`src/rtl/elevator.sv`:
```
// -----------------------------------------------------------------------------
// elevator
// Single-car controller for a FLOORS-floor shaft using a collective (SCAN)
// policy. Call buttons are latched into a pending-call register. The car moves
// one floor every TRAVEL_CYCLES clocks, keeps its direction while calls remain
// ahead, and opens the door for DOOR_CYCLES clocks at each requested floor.
//
// Optional feature: define ELEVATOR_HOME_RETURN_EN to make an idle car with no
// pending calls return to floor 0 after HOME_IDLE_CYCLES idle cycles.
//
// Ports:
//   clk          in   1       rising-edge clock
//   rst          in   1       asynchronous active-high reset
//   floor_req    in   FLOORS  call buttons (a one-cycle pulse is enough)
//   floor_pos    out  POS_W   current car floor
//   door_open    out  1       door open
//   moving_up    out  1       car travelling upward
//   moving_down  out  1       car travelling downward
// -----------------------------------------------------------------------------
module elevator #(
    parameter int FLOORS           = 8,
    parameter int POS_W            = 3,
    parameter int TRAVEL_CYCLES    = 4,
    parameter int DOOR_CYCLES      = 4,
    parameter int HOME_IDLE_CYCLES = 16
) (
    input  logic              clk,
    input  logic              rst,
    input  logic [FLOORS-1:0] floor_req,
    output logic [POS_W-1:0]  floor_pos,
    output logic              door_open,
    output logic              moving_up,
    output logic              moving_down
);

    localparam int TMR_MAX = (TRAVEL_CYCLES > DOOR_CYCLES) ? TRAVEL_CYCLES : DOOR_CYCLES;
    localparam int TMR_W   = $clog2(TMR_MAX + 1);

    typedef enum logic [1:0] {
        ST_IDLE      = 2'd0,
        ST_MOVE_UP   = 2'd1,
        ST_MOVE_DOWN = 2'd2,
        ST_DOOR      = 2'd3
    } state_t;

    // Elaboration-time parameter sanity checks
    if ((1 << POS_W) < FLOORS) begin : g_pos_w_chk
        $error("POS_W too small for FLOORS");
    end
    if ((TRAVEL_CYCLES < 1) || (DOOR_CYCLES < 1) || (HOME_IDLE_CYCLES < 1)) begin : g_cyc_chk
        $error("cycle parameters must be >= 1");
    end

    // Any pending call strictly above pos
    function automatic logic calls_above(input logic [FLOORS-1:0] req, input logic [POS_W-1:0] pos);
        logic hit;
        hit = 1'b0;
        for (int f = 0; f < FLOORS; f++) begin
            if ((f > int'(pos)) && req[f]) begin
                hit = 1'b1;
            end else begin
                hit = hit;
            end
        end
        return hit;
    endfunction

    // Any pending call strictly below pos
    function automatic logic calls_below(input logic [FLOORS-1:0] req, input logic [POS_W-1:0] pos);
        logic hit;
        hit = 1'b0;
        for (int f = 0; f < FLOORS; f++) begin
            if ((f < int'(pos)) && req[f]) begin
                hit = 1'b1;
            end else begin
                hit = hit;
            end
        end
        return hit;
    endfunction

    // One-hot mask selecting floor pos
    function automatic logic [FLOORS-1:0] floor_mask(input logic [POS_W-1:0] pos);
        logic [FLOORS-1:0] m;
        m      = {FLOORS{1'b0}};
        m[pos] = 1'b1;
        return m;
    endfunction

    state_t              r_state;
    logic [POS_W-1:0]    r_floor_pos;
    logic [FLOORS-1:0]   r_req_q;
    logic                r_dir;      // 1 = up
    logic [TMR_W-1:0]    r_timer;

    state_t              w_state_nxt;
    logic [POS_W-1:0]    w_pos_nxt;
    logic [FLOORS-1:0]   w_req_nxt;
    logic                w_dir_nxt;
    logic [TMR_W-1:0]    w_timer_nxt;

    logic [FLOORS-1:0]   w_req_in;
    logic [FLOORS-1:0]   w_req_eff;
    logic [POS_W-1:0]    w_next_floor;
    logic                w_door_reload;
    logic                w_home_req;

`ifdef ELEVATOR_HOME_RETURN_EN
    localparam int HC_W = $clog2(HOME_IDLE_CYCLES + 1);

    logic [HC_W-1:0]     r_home_cnt;
    logic                w_home_cond;

    assign w_home_cond = (r_state == ST_IDLE) && (r_req_q == {FLOORS{1'b0}})
                         && (r_floor_pos != {POS_W{1'b0}});
    assign w_home_req  = w_home_cond && (r_home_cnt == HC_W'(HOME_IDLE_CYCLES - 1));

    // Idle-at-floor counter; clears whenever the car is busy, has calls, or is home
    always_ff @(posedge clk or posedge rst) begin
        if (rst) begin
            r_home_cnt <= {HC_W{1'b0}};
        end else if (w_home_cond && !w_home_req) begin
            r_home_cnt <= r_home_cnt + HC_W'(1);
        end else begin
            r_home_cnt <= {HC_W{1'b0}};
        end
    end
`else
    assign w_home_req = 1'b0;
`endif

    // Request intake: a press for the floor with the door open only restarts
    // the door timer and is never latched.
    always_comb begin
        w_req_in      = floor_req;
        w_door_reload = 1'b0;
        if (r_state == ST_DOOR) begin
            w_door_reload = floor_req[r_floor_pos];
            w_req_in      = floor_req & ~floor_mask(r_floor_pos);
        end else begin
            w_req_in[0] = floor_req[0] | w_home_req;
        end
        w_req_eff    = r_req_q | w_req_in;
        w_next_floor = (r_state == ST_MOVE_UP) ? (r_floor_pos + POS_W'(1))
                                               : (r_floor_pos - POS_W'(1));
    end

    // Next-state, position, pending-call and timer logic
    always_comb begin
        w_state_nxt = r_state;
        w_pos_nxt   = r_floor_pos;
        w_req_nxt   = w_req_eff;
        w_dir_nxt   = r_dir;
        w_timer_nxt = r_timer;
        case (r_state)
            ST_IDLE: begin
                if (r_req_q[r_floor_pos]) begin
                    w_state_nxt = ST_DOOR;
                    w_req_nxt   = w_req_eff & ~floor_mask(r_floor_pos);
                    w_timer_nxt = TMR_W'(DOOR_CYCLES - 1);
                end else if (calls_above(r_req_q, r_floor_pos)
                             && (!calls_below(r_req_q, r_floor_pos) || r_dir)) begin
                    w_state_nxt = ST_MOVE_UP;
                    w_dir_nxt   = 1'b1;
                    w_timer_nxt = TMR_W'(TRAVEL_CYCLES - 1);
                end else if (calls_below(r_req_q, r_floor_pos)) begin
                    w_state_nxt = ST_MOVE_DOWN;
                    w_dir_nxt   = 1'b0;
                    w_timer_nxt = TMR_W'(TRAVEL_CYCLES - 1);
                end else begin
                    w_state_nxt = ST_IDLE;
                end
            end
            ST_MOVE_UP, ST_MOVE_DOWN: begin
                if (r_timer != {TMR_W{1'b0}}) begin
                    w_timer_nxt = r_timer - TMR_W'(1);
                end else begin
                    // Arrival: the new floor's call may have arrived this very cycle
                    w_pos_nxt = w_next_floor;
                    if (w_req_eff[w_next_floor]) begin
                        w_state_nxt = ST_DOOR;
                        w_req_nxt   = w_req_eff & ~floor_mask(w_next_floor);
                        w_timer_nxt = TMR_W'(DOOR_CYCLES - 1);
                    end else if ((r_state == ST_MOVE_UP) ? calls_above(w_req_eff, w_next_floor)
                                                         : calls_below(w_req_eff, w_next_floor)) begin
                        w_timer_nxt = TMR_W'(TRAVEL_CYCLES - 1);
                    end else begin
                        w_state_nxt = ST_IDLE;
                        w_timer_nxt = {TMR_W{1'b0}};
                    end
                end
            end
            ST_DOOR: begin
                if (w_door_reload) begin
                    w_timer_nxt = TMR_W'(DOOR_CYCLES - 1);
                end else if (r_timer == {TMR_W{1'b0}}) begin
                    w_state_nxt = ST_IDLE;
                end else begin
                    w_timer_nxt = r_timer - TMR_W'(1);
                end
            end
            default: begin
                w_state_nxt = ST_IDLE;
                w_timer_nxt = {TMR_W{1'b0}};
            end
        endcase
    end

    // State and datapath registers
    always_ff @(posedge clk or posedge rst) begin
        if (rst) begin
            r_state     <= ST_IDLE;
            r_floor_pos <= {POS_W{1'b0}};
            r_req_q     <= {FLOORS{1'b0}};
            r_dir       <= 1'b1;
            r_timer     <= {TMR_W{1'b0}};
        end else begin
            r_state     <= w_state_nxt;
            r_floor_pos <= w_pos_nxt;
            r_req_q     <= w_req_nxt;
            r_dir       <= w_dir_nxt;
            r_timer     <= w_timer_nxt;
        end
    end

    assign floor_pos   = r_floor_pos;
    assign door_open   = (r_state == ST_DOOR);
    assign moving_up   = (r_state == ST_MOVE_UP);
    assign moving_down = (r_state == ST_MOVE_DOWN);

endmodule

```
`config.mk`:
```
export PLATFORM = sky130hd
export DESIGN_NAME = elevator
export DESIGN_NICKNAME = d
export VERILOG_FILES = /design/src/rtl/elevator.sv
export SDC_FILE = /design/constraint.sdc
export NUM_CORES = 1
export LEC_CHECK = 0
export CAP_MARGIN = 20
export CELL_PAD_IN_SITES_DETAIL_PLACEMENT = 0
export CELL_PAD_IN_SITES_GLOBAL_PLACEMENT = 1
export CORE_ASPECT_RATIO = 0.8
export CORE_MARGIN = 3
export CORE_UTILIZATION = 43
export CTS_CLUSTER_SIZE = 40
export DETAILED_ROUTE_END_ITERATION = 7
export DONT_BUFFER_PORTS = 1
export PLACE_DENSITY_LB_ADDON = 0.12
export SKIP_CTS_REPAIR_TIMING = 1
export SLEW_MARGIN = 30
export SYNTH_ARGS = -nofsm -noshare
export SYNTH_HDL_FRONTEND = slang
export SYNTH_SLANG_ARGS = --single-unit
```
`constraint.sdc`:
```
create_clock -name clk -period 3.9 [get_ports clk]
set_input_delay 1.17 -clock clk [delete_from_list [all_inputs] [get_ports clk]]
set_output_delay 1.17 -clock clk [all_outputs]
set_load 0.01 [all_outputs]
```
==> results.cfg <==
[layout]
regArea_um2 = 427
fillers = 415
area_growth_pct = 5.20
final_cell_mix = a21oi_1, o21ai_0, dfrtp_1, nand2_1, inv_1
multi_input_area_um2 = 1330
final_common_cell = a21oi_1
antenna_cells = 0
drive_gt1_share_pct = 13.0
num-nets-final = 254

[placed_design]
dp_hpwl_mm = 4.32
place_congestion = 0.979
portBuffers = 0

[floorplan]
core_area_um2 = 4000
rows = 20
die_w_um = 79.9
dieArea_um2 = 5200
die_h_um = 65.1
start_util_pct = 46.9
top_level_ports = 16

[grt]
grt_overflow = 0
grt_pass1_wl_mm = 9.74
antenna_found_initial = 0
grt_pass1_vias = 1827
grt_max_degree = 21
grt_usage_pct = 24.4

[logic_synthesis]
synth-seq-cells = 17
synth-main-ff-cell = dfrtp_1
yosysSeqAreaShare_pct = 22.7
avgSynthCellArea_um2 = 8.06
synth_fp_nets = 256
synth_cell_types = 56
synth_edf_count = 0
async_flop_share_pct = 100
synth_top_area_share_pct = 21.3
synth_area_um2 = 1880
yosysTopAreaCell = dfrtp_1
yosys_warnings = 0
synthTopCellsByArea = dfrtp_1, ha_1, a21oi_1
netlist_instances = 233

[sta]
period_needed_ps = 3290
fin_skew_ps = 0.856
fmax_ghz = 0.304
tns_ps = 0
slew_headroom_pct = 55.4
fin_crit_sh_pct = 84.4
tightest_slew_ps = 670
finalHoldViolCount = 0
rsz0062_at_grt = no
setup_viol = 0
finalMaxSlewViolations = 0

[setup_path]
cp.required_ps = 4040
cpPeakStageDelay_ps = 590
path_cells = ha_1 > nand4b_1 > a21oi_1 > o21ai_0 > a211oi_1 > o21a_1 > a221o_1 > mux2_1
start_kind = flip-flop
crit_arrival_ps = 3430
r2r_slack_ps = 610
crit_slowest_cell = ha_1
crit_path_end_kind = flip-flop
crit_type = reg -> reg
cp_max_fo = 15

[detailed_routing]
met1Wirelength_mm = 2.67
routedWlPerCell_um = 20.8
drt_iter0_markers = 258
met2_length_mm = 2.74
vias = 1916
ant_nets = 0
drc_errors = 0
wl_met3_um = 458
wirelength_mm = 5.94
drt_first_pass_iters = 5
top_layer_used = met4
vias_per_cell = 6.72

[clock_tree]
cts-root-buf = clkbuf_8
h-tree-depth = 1
cts_tree = yes
clock-sinks = 17
numCtsBuffers = 3
clockBufferDepth = 2
clkTransAtPathRegs_ps = 70
worstSkewPairLatency_ps = 250

[job]
maxCapViolCount = 0

[hold_path]
hp-class = reg -> reg

[run_status]
outcome = finished clean
[cell families after synthesis]
logic type,after synthesis,synth area share (%)
buf+inv,29,7.00
xor+xnor,3,2.20
simple gates,64,19.3
fa+ha+maj,13,8.66
compound gates,101,36.0
flops,17,22.7
mux,6,4.06
[state kept, by name, indices dropped and copies added (netlist names)]
name       count
r_dir          1
r_req_q        8
floor_pos      3
r_state        2
r_timer        3
[worst paths after layout]
check                                  startpoint                  endpoint  cells after the start
min reg2reg                     r_dir$_DFFE_PP1P_         r_dir$_DFFE_PP1P_                      2
min                             r_dir$_DFFE_PP1P_         r_dir$_DFFE_PP1P_                      2
max reg2reg                r_state[0]$_DFFE_PP0P_    r_state[1]$_DFFE_PP0P_                      8
max                        r_state[0]$_DFFE_PP0P_    r_state[1]$_DFFE_PP0P_                      8
max in group asynchronous                     rst  floor_pos[2]$_DFFE_PP0P_                      1
min in group asynchronous                     rst    r_state[0]$_DFFE_PP0P_                      1
[cell usage after synthesis (3+ instances only)]
master / number
a21o_1: 6
nand2_1: 15
a22oi_1: 3
clkbuf_1: 5
a31oi_1: 14
nand3_1: 7
buf_2: 6
dfrtp_1: 16
inv_1: 15
nor2b_1: 3
a32oi_1: 3
nor3_1: 4
nand2b_1: 6
o21ai_0: 17
nand4b_1: 3
nand4bb_1: 3
a21boi_0: 3
a21oi_2: 3
o22ai_1: 3
nor2_1: 12
a21oi_1: 23
ha_1: 13
a211oi_1: 5
[worst max-delay path, delay by kind of cell, from the launching register on]
family                   cells  cell delay [ps]
AND/OR/NAND/NOR              1              170
flip-flops                   1              430
multiplexers                 1              340
AO/OA/AOI/OAI                5             1640
adder cells (fa/ha/maj)      1              590
[area by class of cell]
cell class	count	area share, %
multi-input cells	187	67.1
flip-flops and latches	17	21.6
well taps	55	3.48
inverters	15	2.85
repair buffers	7	2.66
clock buffers	3	2.09
clock inverters	1	0.253
[metrics by stage]
step           cells  utilization (%)  instance area [um^2]  hold slack [ps]  worst slack, ps
5_1_grt          285             49.3                  1980              569              415
3_3_place_gp     281             48.1                  1920              503              758
2_1_floorplan    233                -                  1880              487              685
4_1_cts          285             49.2                  1970              526              686
3_5_place_dp     281             48.1                  1920              517              713
6_report         285             49.3                  1980              526              608
[layer usage]
metal	track usage (%)	up-vias
met5	0	-
met1	34.6	932
met3	4.79	11
met2	37.5	95
li1	-	878
met4	6.96	0
Power is left out: the tool's default activity adds up to more than one toggle a clock period on the data nets, which glitch-free logic cannot reach.
